[src/rtl/axis_slave_fifo.sv]
// axis_slave_fifo: AXI4-Stream receive buffer. Accepts beats from the DMA,
// holds them in a small first-word-fall-through FIFO for the data path, and
// tracks per-packet beat counts and partial-strobe faults for status readback.
module axis_slave_fifo #(
  parameter int FIFO_DEPTH           = 4,
  parameter int C_S_AXIS_TDATA_WIDTH = 32,
  localparam int AW = $clog2(FIFO_DEPTH),
  localparam int W  = C_S_AXIS_TDATA_WIDTH,
  localparam int SW = C_S_AXIS_TDATA_WIDTH / 8
) (
  input  logic          S_AXIS_ACLK,
  input  logic          S_AXIS_ARESETN,
  input  logic          S_AXIS_TVALID,
  output logic          S_AXIS_TREADY,
  input  logic [W-1:0]  S_AXIS_TDATA,
  input  logic [SW-1:0] S_AXIS_TSTRB,
  input  logic          S_AXIS_TLAST,
  input  logic          axis_en,
  input  logic          axis_clear,
  output logic [W-1:0]  TDATA_out,
  output logic          TLAST_out,
  output logic          TVALID_out,
  input  logic          TREADY_in,
  output logic [AW:0]   fifo_count,
  output logic [15:0]   last_pkt_len,
  output logic          packet_done,
  output logic          strb_error,
  output logic [1:0]    rx_state_o
);

  typedef enum logic [1:0] {
    IDLE   = 2'd0,
    IN_PKT = 2'd1
  } rx_state_t;

  logic [W:0]     mem [FIFO_DEPTH];
  logic [AW:0]    wr_ptr;
  logic [AW:0]    rd_ptr;
  logic           full;
  logic           empty;
  logic           push;
  logic           pop;
  rx_state_t      state;
  logic [15:0]    beat_cnt;

  // Zero the bytes whose strobe is low so downstream never sees stale lanes.
  function automatic logic [W-1:0] mask_bytes(input logic [W-1:0] d,
                                               input logic [SW-1:0] s);
    logic [W-1:0] r;
    r = '0;
    for (int i = 0; i < SW; i++) begin
      r[i*8 +: 8] = s[i] ? d[i*8 +: 8] : 8'h00;
    end
    return r;
  endfunction

  // Saturating increment for the 16-bit beat counter.
  function automatic logic [15:0] sat_inc(input logic [15:0] v);
    return (v == 16'hFFFF) ? v : v + 16'd1;
  endfunction

  assign full  = (wr_ptr[AW] != rd_ptr[AW]) && (wr_ptr[AW-1:0] == rd_ptr[AW-1:0]);
  assign empty = (wr_ptr == rd_ptr);

  // Ready ignores TVALID and any same-cycle pop: a full buffer never passes through.
  assign S_AXIS_TREADY = S_AXIS_ARESETN & axis_en & ~full & ~axis_clear;

  assign push = S_AXIS_TVALID & S_AXIS_TREADY;
  assign pop  = TVALID_out & TREADY_in & ~axis_clear;

  assign TVALID_out = ~empty;
  assign TDATA_out  = mem[rd_ptr[AW-1:0]][W-1:0];
  assign TLAST_out  = mem[rd_ptr[AW-1:0]][W];
  assign fifo_count = wr_ptr - rd_ptr;
  assign rx_state_o = state;

  // Storage: write the masked beat and its TLAST at the write pointer.
  always_ff @(posedge S_AXIS_ACLK or negedge S_AXIS_ARESETN) begin
    if (!S_AXIS_ARESETN) begin
      for (int i = 0; i < FIFO_DEPTH; i++) begin
        mem[i] <= '0;
      end
    end else if (push) begin
      mem[wr_ptr[AW-1:0]] <= {S_AXIS_TLAST, mask_bytes(S_AXIS_TDATA, S_AXIS_TSTRB)};
    end
  end

  // Pointers: clear wins over push/pop; extra MSB distinguishes full from empty.
  always_ff @(posedge S_AXIS_ACLK or negedge S_AXIS_ARESETN) begin
    if (!S_AXIS_ARESETN) begin
      wr_ptr <= '0;
      rd_ptr <= '0;
    end else if (axis_clear) begin
      wr_ptr <= '0;
      rd_ptr <= '0;
    end else begin
      if (push) wr_ptr <= wr_ptr + (AW+1)'(1);
      if (pop)  rd_ptr <= rd_ptr + (AW+1)'(1);
    end
  end

  // Packet FSM, beat counter, packet-done pulse and sticky strobe fault.
  always_ff @(posedge S_AXIS_ACLK or negedge S_AXIS_ARESETN) begin
    if (!S_AXIS_ARESETN) begin
      state        <= IDLE;
      beat_cnt     <= '0;
      last_pkt_len <= '0;
      packet_done  <= 1'b0;
      strb_error   <= 1'b0;
    end else if (axis_clear) begin
      state        <= IDLE;
      beat_cnt     <= '0;
      last_pkt_len <= '0;
      packet_done  <= 1'b0;
      strb_error   <= 1'b0;
    end else begin
      packet_done <= 1'b0;
      if (push) begin
        if (S_AXIS_TSTRB != {SW{1'b1}}) strb_error <= 1'b1;
        if (S_AXIS_TLAST) begin
          last_pkt_len <= sat_inc(beat_cnt);
          beat_cnt     <= '0;
          packet_done  <= 1'b1;
        end else begin
          beat_cnt <= sat_inc(beat_cnt);
        end
        case (state)
          IDLE:    if (!S_AXIS_TLAST) state <= IN_PKT;
          IN_PKT:  if (S_AXIS_TLAST)  state <= IDLE;
          default: state <= IDLE;
        endcase
      end
    end
  end

endmodule

[config.mk]
export PLATFORM = sky130hd
export DESIGN_NAME = axis_slave_fifo
export DESIGN_NICKNAME = d
export VERILOG_FILES = /design/src/rtl/axis_slave_fifo.sv
export SDC_FILE = /design/constraint.sdc
export NUM_CORES = 1
export LEC_CHECK = 0
export CAP_MARGIN = 10
export CORE_MARGIN = 2
export CORE_UTILIZATION = 40
export CTS_CLUSTER_DIAMETER = 80
export CTS_CLUSTER_SIZE = 40
export DETAILED_ROUTE_END_ITERATION = 8
export HOLD_SLACK_MARGIN = 0.08
export SETUP_SLACK_MARGIN = 0.3
export SLEW_MARGIN = 25
export SYNTH_ARGS = -nofsm -noshare
export SYNTH_HDL_FRONTEND = slang
export SYNTH_SLANG_ARGS = --single-unit
[constraint.sdc]
create_clock -name S_AXIS_ACLK -period 3.8 [get_ports S_AXIS_ACLK]
set_input_delay 0.76 -clock S_AXIS_ACLK [delete_from_list [all_inputs] [get_ports S_AXIS_ACLK]]
set_output_delay 0.76 -clock S_AXIS_ACLK [all_outputs]
set_load 0.05 [all_outputs]
==> metrics.cfg <==
[run_status]
status=completed

[floorplanning]
io_pins=101
core_area_um2=19500
die_w_um=145
die_area_um2=21100
floorplan.initialDensity_pct=41.0
die_height_um=145
rows=51

[logic_synthesis]
synthesis.nets=807
async_reset_ff_share_pct=100
synth_area_um2=8000
seq_area_frac_synth_pct=54.1
synth_warnings=0
ys_seq_elements=173
synth.distinct_cells=52
synth-edff-count=0
syn_area_per_cell_um2=10.6
synthCells=755
synth_ff_type=dfrtp_1

[place]
port_buffers=99
hpwlAfterDp_um=12500
gp_congestion=0.805

[min_path]
hold_path.class=in2async

[cts]
clockBufferDepth=2
insertion_delay_ps=430
cts_tree=done
hold_buffers=0
cts_sinks=173
clk_pin_slew_ps=70
cts_root_buf=clkbuf_16
htree_levels=4
numCtsBuffers=17

[pwr]
vdd_drop_max_v=0.000328
leakage_nw=4.17
power_density_nw_per_um2=471

[critical_path]
rr_endpoint=last_pkt_len[2]
r2r_slack_ps=1210
worst-path-max-fanout=29
critPathLaunchType=register
critPathKind=reg2out
crit_arrival_ps=2550
startpoint=rd_ptr[1]
reg2reg_from=wr_ptr[0]
worstPathRequired_ps=3040
endpoint_kind=output port
crit_end=TDATA_out[0]
reg2reg_depth=7

[final_layout]
layout_common_cells=nand2_1, dfrtp_1, o21ai_0, clkdlybuf4s50_1, mux4_2
diodes=0
drive_above_1_share_pct=11.1
fin_nets=878
final_common_cell=nand2_1
area_growth_pct=21.1
utilization_pct=49.6

[sta]
worstMarginPinSlew_ps=860
fin_crit_sh_pct=87.0
max_freq_mhz=302
max_slew_margin_pct=42.4
setup_violations=0
hold_viol_final=0
fin_crit_ps=3310
rsz0062_at_grt=no
fin_setup_tns_ps=0
drv_slew=0
fin_skew_ps=8.92

[detailed_routing]
vias=5850
detailedRoute.firstPassIterationCount=6
antenna_left=0
via_per_inst=5.30
routed_wl_um=19000
wl_per_cell_um=17.2
first_iter_violations=312
route.detailed.drc=0

[grt]
grt_usage_pct=18.6
grt_overflow_total=0
grt_pass1_wl_um=31500
grt_pass1_vias=6163
antenna_found_initial=0
grt_max_degree=82

[run]
maxCapViolations=0

-- what timing repair did --
item                       in CTS  in global routing
resized for setup               0                  1
setup endpoints to repair       0                  1
setup buffers                   0                  0
-- cell type report --
cell class	instances	area, µm²
sequential	173	4330
multi-input combinational	508	3290
fill	1783	9840
inverter	13	48.8
timing repair buffer	113	1110
tap	265	332
clock inverter	13	131
clock buffer	19	443
-- where the power goes --
part / internal (mW) / switching [mW] / total [mW]
combinational: 0.329 / 0.544 / 0.873
sequential: 1.95 / 0.0577 / 2.01
clock: 0.934 / 0.750 / 1.68
-- critical path, cell delays in order, from the launching register on --
cell             delay (ps)
dfrtp_2                 490
buf_4                   460
mux4_2                  430
clkdlybuf4s50_1         730
-- per-layer routing --
layer | vias up | track usage (%) | part of all wire, %
li1 | 2809 | - | -
met1 | 2878 | 24.0 | 44
met2 | 136 | 31.7 | 50
met3 | 27 | 3.86 | 4.5
met4 | 0 | 5.64 | 1.6
met5 | - | 0 | 0
-- metrics by stage --
| stage | setup slack [ps] | cell area [µm²] | hold slack (ps) | total power [mW] | cells |
|---|---|---|---|---|---|
| after CTS | 365 | 9680 | 262 | 4.61 | 1104 |
| after detailed placement | 822 | 9100 | 466 | 2.93 | 1072 |
| after global routing | 430 | 9690 | 278 | 4.75 | 1104 |
| after floorplan | 800 | 8000 | 444 | 2.60 | 755 |
| final | 492 | 9690 | 264 | 4.56 | 1104 |
| after global placement | 864 | 9100 | 456 | 2.90 | 1072 |
-- synth_stat cells, types with 4 or more instances --
cell / number / area share, %
mux2i_1: 4 / 0.50
xnor2_1: 6 / 0.66
mux4_2: 33 / 9.3
buf_1: 4 / 0.19
nand2_1: 174 / 8.2
buf_2: 20 / 1.3
a31oi_1: 9 / 0.70
a21oi_1: 14 / 0.88
nand3_1: 21 / 1.3
o21ai_0: 146 / 9.1
o211ai_1: 11 / 1.0
nand4_1: 4 / 0.31
ha_1: 8 / 1.3
and3_1: 5 / 0.39
inv_1: 11 / 0.52
clkbuf_1: 18 / 0.84
nor3_1: 5 / 0.31
nor2_1: 11 / 0.52
xor2_1: 4 / 0.44
buf_4: 17 / 1.6
or4_1: 5 / 0.47
dfrtp_1: 173 / 54
and4_1: 6 / 0.66
-- sequential cells by signal, indices dropped and copies added, names as in the netlist --
name          flops
last_pkt_len     16
rd_ptr            3
packet_done       1
strb_error        1
mem             132
rx_state_o        1
wr_ptr            3
beat_cnt         16
-- worst min-delay path by stage --
stage                        start              end  slack, ps  cells past startpoint
global placement           mem[40]          mem[40]        460                      2
detailed placement         mem[54]          mem[54]        470                      2
CTS                 S_AXIS_ARESETN      beat_cnt[6]        260                      1
finish              S_AXIS_ARESETN        wr_ptr[2]        260                      1
floorplan                  mem[46]          mem[46]        440                      2
global route        S_AXIS_ARESETN  last_pkt_len[9]        280                      1
-- cell families (layout without fill, tap and decap cells) --
group | after synthesis | count (layout) | share of synthesized area (%)
simple gates | 239 | 239 | 13.4
compound gates | 211 | 211 | 15.1
flops | 173 | 173 | 54.1
buf+inv | 74 | 158 | 4.77
mux | 38 | 38 | 9.94
xor+xnor | 10 | 10 | 1.10
fa+ha+maj | 9 | 9 | 1.50
other cells | 1 | 1 | 0.0469
Power figures use the tool's default switching activity.
